<file path="src/rtl/booth_pkg.sv">
// Shared types and sizing helpers for the sequential Booth multiplier.
// Latency: n/a (package only).
// Backpressure: n/a (package only).
package booth_pkg;

    // Controller states: waiting for operands, iterating, holding the product.
    typedef enum logic [1:0] {
        IDLE = 2'd0,
        RUN  = 2'd1,
        DONE = 2'd2
    } state_e;

    // Radix-4 partial-product selection decoded from {Q[1],Q[0],Q[-1]}.
    typedef enum logic [2:0] {
        ZERO = 3'd0,   // add nothing
        PM1  = 3'd1,   // +M
        PP2  = 3'd2,   // +2M
        NM1  = 3'd3,   // -M
        NM2  = 3'd4    // -2M
    } recode_e;

    // Number of RUN cycles: one per multiplier bit of the widened operand
    // (radix-2) or one per bit pair, rounded up (radix-4).
    function automatic int booth_iters(input int width, input int radix);
        return (radix == 4) ? (width + 2) / 2 : width + 1;
    endfunction

    // Accumulator width: widened operand plus one guard bit (radix-2) or
    // two guard bits (radix-4, where +/-2M is possible).
    function automatic int booth_a_bits(input int width, input int radix);
        return width + 1 + radix / 2;
    endfunction

    // Multiplier bits held in Q (excluding Q[-1]). Radix-4 rounds the widened
    // operand up to an even count so the last bit pair is complete; the extra
    // bit is a copy of the operand sign.
    function automatic int booth_q_bits(input int width, input int radix);
        return (radix == 4) ? 2 * ((width + 2) / 2) : width + 1;
    endfunction

endpackage

</file>
<file path="src/rtl/booth_step.sv">
// One combinational Booth iteration: recode, add/subtract M, arithmetic shift of {A,Q}.
// Latency: zero cycles (pure combinational).
// Backpressure: none; output follows inputs.
module booth_step
    import booth_pkg::*;
#(
    parameter int WIDTH = 24,
    parameter int RADIX = 2,
    parameter int AW    = booth_a_bits(WIDTH, RADIX),
    parameter int QW    = booth_q_bits(WIDTH, RADIX)
) (
    input  logic [AW-1:0]  i_a,
    input  logic [QW:0]    i_q,   // bit 0 is Q[-1]
    input  logic [WIDTH:0] i_m,   // already sign/zero extended to WIDTH+1
    output logic [AW-1:0]  o_a,
    output logic [QW:0]    o_q
);

    localparam int W1 = WIDTH + 1;

    logic [AW-1:0] w_m_ext;
    logic [AW-1:0] w_addend;
    logic [AW-1:0] w_sum;
    logic          w_cin;

    // M is a signed W1-bit value in both modes, so widen it by sign extension.
    assign w_m_ext = {{(AW-W1){i_m[W1-1]}}, i_m};

    // Subtraction is formed as A + ~X + 1 so a single adder covers every case.
    assign w_sum = i_a + w_addend + {{(AW-1){1'b0}}, w_cin};

    generate
        if (RADIX == 4) begin : g_r4
            recode_e w_code;

            // Recode the overlapping bit triplet into a partial-product selector.
            always_comb begin
                w_code = ZERO;
                case (i_q[2:0])
                    3'b001, 3'b010: w_code = PM1;
                    3'b011:         w_code = PP2;
                    3'b100:         w_code = NM2;
                    3'b101, 3'b110: w_code = NM1;
                    default:        w_code = ZERO;
                endcase
            end

            // Choose the addend; 2M is M shifted left, which the second guard bit absorbs.
            always_comb begin
                w_addend = '0;
                w_cin    = 1'b0;
                case (w_code)
                    PM1: w_addend = w_m_ext;
                    PP2: w_addend = {w_m_ext[AW-2:0], 1'b0};
                    NM1: begin
                        w_addend = ~w_m_ext;
                        w_cin    = 1'b1;
                    end
                    NM2: begin
                        w_addend = ~{w_m_ext[AW-2:0], 1'b0};
                        w_cin    = 1'b1;
                    end
                    default: begin
                        w_addend = '0;
                        w_cin    = 1'b0;
                    end
                endcase
            end

            // Arithmetic shift right by two across {A,Q}.
            assign o_a = {{2{w_sum[AW-1]}}, w_sum[AW-1:2]};
            assign o_q = {w_sum[1:0], i_q[QW:2]};
        end else begin : g_r2
            // Radix-2 decode of {Q[0],Q[-1]}: 01 adds M, 10 subtracts M.
            always_comb begin
                w_addend = '0;
                w_cin    = 1'b0;
                case (i_q[1:0])
                    2'b01: w_addend = w_m_ext;
                    2'b10: begin
                        w_addend = ~w_m_ext;
                        w_cin    = 1'b1;
                    end
                    default: begin
                        w_addend = '0;
                        w_cin    = 1'b0;
                    end
                endcase
            end

            // Arithmetic shift right by one across {A,Q}.
            assign o_a = {w_sum[AW-1], w_sum[AW-1:1]};
            assign o_q = {w_sum[0], i_q[QW:1]};
        end
    endgenerate

endmodule

</file>
<file path="src/rtl/booth_mult_seq.sv">
// Iterative Booth multiplier (radix-2 or radix-4), signed or unsigned per transaction.
// Latency: out_valid is registered N clocks after the accept edge and is taken by the consumer on edge N+1.
// Backpressure: in_ready only in IDLE; out_ready low holds DONE with product/out_valid stable.
module booth_mult_seq
    import booth_pkg::*;
#(
    parameter int WIDTH = 24,
    parameter int RADIX = 2
) (
    input  logic               clk,
    input  logic               rst_n,
    input  logic               in_valid,
    output logic               in_ready,
    input  logic               in_signed,
    input  logic [WIDTH-1:0]   multiplicand,
    input  logic [WIDTH-1:0]   multiplier,
    output logic               out_valid,
    input  logic               out_ready,
    output logic [2*WIDTH-1:0] product
);

    localparam int W1 = WIDTH + 1;
    localparam int N  = booth_iters(WIDTH, RADIX);
    localparam int AW = booth_a_bits(WIDTH, RADIX);
    localparam int QW = booth_q_bits(WIDTH, RADIX);
    localparam int CW = $clog2(N + 1);

    generate
        if (RADIX != 2 && RADIX != 4) begin : g_bad_radix
            $error("booth_mult_seq: RADIX must be 2 or 4");
        end
        if (WIDTH < 4) begin : g_bad_width
            $error("booth_mult_seq: WIDTH must be at least 4");
        end
    endgenerate

    state_e        r_state;
    state_e        w_state_nxt;

    logic [AW-1:0] r_a;
    logic [QW:0]   r_q;      // bit 0 is Q[-1]
    logic [W1-1:0] r_m;
    logic [CW-1:0] r_cnt;

    logic [W1-1:0] w_m_ext;
    logic [W1-1:0] w_q_ext;
    logic [QW-1:0] w_q_load;
    logic [AW-1:0] w_step_a;
    logic [QW:0]   w_step_q;
    logic          w_accept;
    logic          w_last;

    // Widen both operands by one bit: the sign in signed mode, zero otherwise,
    // so the datapath always treats them as signed W1-bit numbers.
    assign w_m_ext = {in_signed & multiplicand[WIDTH-1], multiplicand};
    assign w_q_ext = {in_signed & multiplier[WIDTH-1], multiplier};

    // Fill any extra Q bits (radix-4 with odd W1) with the operand sign.
    always_comb begin
        w_q_load           = {QW{w_q_ext[W1-1]}};
        w_q_load[W1-1:0]   = w_q_ext;
    end

    assign w_accept = in_valid && in_ready;
    assign w_last   = (r_cnt == CW'(1));

    // State register; reset abandons any operation in flight.
    always_ff @(posedge clk) begin
        if (!rst_n) begin
            r_state <= IDLE;
        end else begin
            r_state <= w_state_nxt;
        end
    end

    // Next-state: accept in IDLE, iterate N cycles, wait for the consumer in DONE.
    always_comb begin
        w_state_nxt = r_state;
        case (r_state)
            IDLE:    if (in_valid) w_state_nxt = RUN;
            RUN:     if (w_last)   w_state_nxt = DONE;
            DONE:    if (out_ready) w_state_nxt = IDLE;
            default: w_state_nxt = IDLE;
        endcase
    end

    // Handshake outputs decoded purely from state.
    always_comb begin
        in_ready  = 1'b0;
        out_valid = 1'b0;
        case (r_state)
            IDLE:    in_ready  = 1'b1;
            DONE:    out_valid = 1'b1;
            default: begin
                in_ready  = 1'b0;
                out_valid = 1'b0;
            end
        endcase
    end

    // Operand load on accept, one Booth step per RUN cycle, hold otherwise.
    always_ff @(posedge clk) begin
        if (!rst_n) begin
            r_a   <= '0;
            r_q   <= '0;
            r_m   <= '0;
            r_cnt <= '0;
        end else begin
            case (r_state)
                IDLE: begin
                    if (w_accept) begin
                        r_a   <= '0;
                        r_q   <= {w_q_load, 1'b0};
                        r_m   <= w_m_ext;
                        r_cnt <= CW'(N);
                    end
                end
                RUN: begin
                    r_a   <= w_step_a;
                    r_q   <= w_step_q;
                    r_cnt <= r_cnt - CW'(1);
                end
                default: begin
                    r_a   <= r_a;
                    r_q   <= r_q;
                    r_m   <= r_m;
                    r_cnt <= r_cnt;
                end
            endcase
        end
    end

    booth_step #(
        .WIDTH (WIDTH),
        .RADIX (RADIX),
        .AW    (AW),
        .QW    (QW)
    ) u_step (
        .i_a (r_a),
        .i_q (r_q),
        .i_m (r_m),
        .o_a (w_step_a),
        .o_q (w_step_q)
    );

    // After N steps {A,Q[QW:1]} holds the full signed product of the widened
    // operands; its low 2*WIDTH bits are the answer in both modes.
    assign product = (2*WIDTH)'({r_a, r_q[QW:1]});

endmodule

</file>
<file path="config.mk">
export PLATFORM = sky130hd
export DESIGN_NAME = booth_mult_seq
export DESIGN_NICKNAME = d
export VERILOG_FILES = /design/src/rtl/booth_pkg.sv /design/src/rtl/booth_step.sv /design/src/rtl/booth_mult_seq.sv
export SDC_FILE = /design/constraint.sdc
export NUM_CORES = 1
export LEC_CHECK = 0
export ABC_CLOCK_PERIOD_IN_PS = 3400
export CORE_MARGIN = 10
export CORE_UTILIZATION = 54
export CTS_CLUSTER_DIAMETER = 150
export DETAILED_ROUTE_END_ITERATION = 12
export GPL_TIMING_DRIVEN = 0
export HOLD_SLACK_MARGIN = 0.15
export PLACE_DENSITY = 0.81
export SYNTH_ARGS = -nofsm -noshare
export SYNTH_HDL_FRONTEND = slang
export SYNTH_HIERARCHICAL = 1
export SYNTH_SLANG_ARGS = --single-unit
</file>
<file path="constraint.sdc">
create_clock -name clk -period 3.4 [get_ports clk]
set_input_delay 1.02 -clock clk [delete_from_list [all_inputs] [get_ports clk]]
set_output_delay 1.02 -clock clk [all_outputs]
set_load 0.02 [all_outputs]
</file>
==> flow_metrics.tcl <==
set metrics [dict create \
    combPwrFrac_pct 34.8 \
    path_cells "nor2b_1 > clkbuf_4 > buf_4 > a21oi_1 > fa_1 > fa_2 > nor2b_2 > o2111ai_1 > a21oi_2 > buf_4 > o211ai_1 > nand2_1 > o311a_1 > nand2_1 > a21boi_1" \
    die-area_um2 15800 \
    reg2reg_from "r_q[0]$_SDFFE_PN0P_" \
    synth_top_area_share_pct 27.87 \
    rows 38 \
    io_pins 103 \
    syn_inst 732 \
    drcViolationCount 0 \
    p_total_mw 2.936 \
    drv_slew 0 \
    layout-drive-gt1-share_pct 20.56 \
    fmax_ghz 0.3117 \
    status "complete, no violations" \
    cts_hold_buf 0 \
    syn_to_final_growth_pct 24.55 \
    synthFlopType "dfxtp_1" \
    insertion_delay_ns 0.38 \
    numClockSinks 84 \
    fillers 874 \
    final_common_cell "nand2_1" \
    synth_xor_area_share_pct 2.903 \
    dp_hpwl_um 11880 \
    ys_seq_elements 84 \
    min_to "r_m[18]$_SDFFE_PN0P_" \
    gp_congestion 0.9012 \
    antenna_found_initial 0 \
    dp_slack_ns -0.5024 \
    period_share_pct 94.35 \
    synthesis.nets 813 \
    critical_path_class "reg2reg" \
    drt_first_pass_iters 5 \
    grt.total_usage_pct 19.28 \
    final_util_pct 69.02 \
    slew_headroom_pct 64.88 \
    p_int_mw 1.966 \
    clock-root-buffer "clkbuf_8" \
    setup_tns_ns 0 \
    grt_first_pass_wirelength_um 25990 \
    worstHoldStart "r_m[18]$_SDFFE_PN0P_" \
    slowest_delay_ns 0.41 \
    tightestPinTransition_ns 0.5269 \
    final_nets 927 \
    vias 5423 \
    cts_made_buffers 9 \
    min_period_ns 3.208 \
    ff2ff_setup_slack_ns 0.19 \
    die_x_um 125.7 \
    htreeDepth 3 \
    synth_top_area_cell "dfxtp_1" \
    synth_seq_area_share_pct 27.87 \
    grt_pass1_vias 5419 \
    synth_fa_ha_area_share_pct 6.056 \
    setup_ws_ns 0.1920 \
    synth_area_per_cell_um2 8.242 \
    hold_depth 2 \
    initial_core_util_pct 55.41 \
    synth_area_um2 6033 \
    cts_tree "yes" \
    synth_compound_area_share_pct 23.89 \
    finalWirelength_um 15810 \
    hold_class "reg2reg" \
    holdWs_ns 0.4675 \
    drt-wirelength-per-cell_um 15.96 \
    worstPathArrival_ns 3.51 \
    p_leak_nw 3.260 \
    clk_pin_slew_ns 0.08 \
    p_sw_share_pct 33.01 \
    cts.path.max_buffers 2 \
    synth_top_family_by_area "compound AO/OA/AOI/OAI gates" \
    r2r-end "r_a[15]$_SDFFE_PN0P_" \
    worstPathRequired_ns 3.70 \
    io_buffer_count 101 \
    synthMuxAreaShare_pct 4.002 \
    power_switching_uw 969.1 \
    drtAntennaViolNets 0 \
    crit_slowest_cell "fa_1" \
    skew_ns 0.01389 \
    power_frac_seq_pct 38.6 \
    final-setup-viol-count 0 \
    timing.final.hold_violations 0 \
    endpoint_kind "flop" \
    synth_edf_count 0 \
    final_cell_mix "nand2_1, clkdlybuf4s50_1, buf_4" \
    drtIter0Drc 302 \
    placeableCoreArea_um2 10890 \
    yosys.area_share.simple_pct 20.01 \
    cap_violations 0 \
    peakVddDrop_uv 238.0 \
    dieHeight_um 125.7 \
    worstPathMaxFanout 10 \
    grt_max_degree 14 \
    synth.area.top_cells "dfxtp_1, buf_4, nand2_1" \
    power_density_nw_per_um2 390.6 \
    worst-r2r-cell-count 15 \
    cp-start-kind "flop" \
    p_clk_share_pct 26.7 \
    yosys_warnings 6 \
    async_flop_share_pct 0 \
    antenna_cells 0 \
    viasPerCell 5.472 \
    overflow 0 \
    synth_cell_types 67 \
]
==> power by group through the flow <==
stage               clock [mW]  sequential (mW)  combinational (mW)
floorplan                    0             1.14               0.712
global placement             0             1.15               0.984
global route             0.834             1.14                1.12
CTS                      0.797             1.13                1.01
detailed placement           0             1.15                1.00
finish                   0.784             1.13                1.02
==> cell type report <==
| cell class | count | area, µm² | area share [%] |
|---|---|---|---|
| Buffer | 123 | 867.1 | 11.54 |
| Clock buffer | 13 | 168.9 | 2.248 |
| Clock inverter | 3 | 43.79 | 0.5828 |
| Inverter | 17 | 63.81 | 0.8492 |
| Multi-Input combinational cell | 507 | 3481 | 46.32 |
| Sequential cell | 84 | 1682 | 22.38 |
| Tap cell | 140 | 175.2 | 2.331 |
| Timing Repair Buffer | 104 | 1033 | 13.75 |
==> registers in the layout, summed over array words and instances (netlist names) <==
register,flops
r_a,26
r_cnt,5
r_m,25
r_q,26
r_state,2
==> worst max-delay path: cells and delay by family, from the launching register on <==
family	cells	cell delay, ns
adder cells (fa/ha/maj)	2	0.80
buffers and inverters	3	0.56
flip-flops	1	0.36
AND/OR/NAND/NOR	4	0.47
AO/OA/AOI/OAI	6	0.94
==> worst max path at each step <==
| stage | depth (start not counted) | to | slack [ns] | startpoint |
|---|---|---|---|---|
| 6_report | 15 | r_a[15]$_SDFFE_PN0P_ | 0.19 | r_q[0]$_SDFFE_PN0P_ |
| 5_1_grt | 16 | r_a[20]$_SDFFE_PN0P_ | -0.02 | r_q[1]$_SDFFE_PN0P_ |
| 4_1_cts | 14 | r_a[25]$_SDFFE_PN0P_ | 0.01 | r_q[1]$_SDFFE_PN0P_ |
| 3_5_place_dp | 14 | r_a[23]$_SDFFE_PN0P_ | -0.50 | r_q[0]$_SDFFE_PN0P_ |
| 3_3_place_gp | 14 | r_a[23]$_SDFFE_PN0P_ | -0.44 | r_q[0]$_SDFFE_PN0P_ |
| 2_1_floorplan | 14 | r_a[23]$_SDFFE_PN0P_ | 0.28 | r_q[0]$_SDFFE_PN0P_ |
==> cell usage after synthesis, types with 16 or more instances <==
cell,number
nor2_1,21
o21ai_0,36
a21boi_1,50
nand3_2,25
o211a_1,27
a21oi_1,24
mux2i_1,23
dfxtp_1,84
nand2_1,137
buf_4,82
ha_1,26
xnor2_1,16
inv_1,17
clkbuf_1,20
==> metrics by stage <==
| step | cells | area, µm² |
|---|---|---|
| final | 991 | 7515 |
| after global routing | 991 | 7515 |
| after CTS | 990 | 7456 |
| after detailed placement | 973 | 7219 |
| after global placement | 973 | 7219 |
| after floorplan | 732 | 6033 |
==> what timing repair did <==
| action | in CTS | in global routing |
|---|---|---|
| resized for setup | 7 | 16 |
| endpoints found under the setup margin | 13 | 13 |
| setup buffers | 2 | 1 |
| pin swaps | 2 | 3 |
==> logic make-up after synthesis <==
logic type,count (synthesis)
AOI/OAI and AO/OA,195
DFF,84
and+or+nand+nor,240
buffers and inverters,141
muxes,24
adders and majority gates,28
xor gates and xnor gates,20
==> routing by layer <==
metal  routed length (µm)  GRT usage (%)  up-vias
met5                    0              0        -
met4                  298          6.911        0
met3                 1351          7.299       28
met2                 7495          33.15      158
met1                 6670          21.24     2537
li1                     -              -     2700
Power figures use the tool's default switching activity.
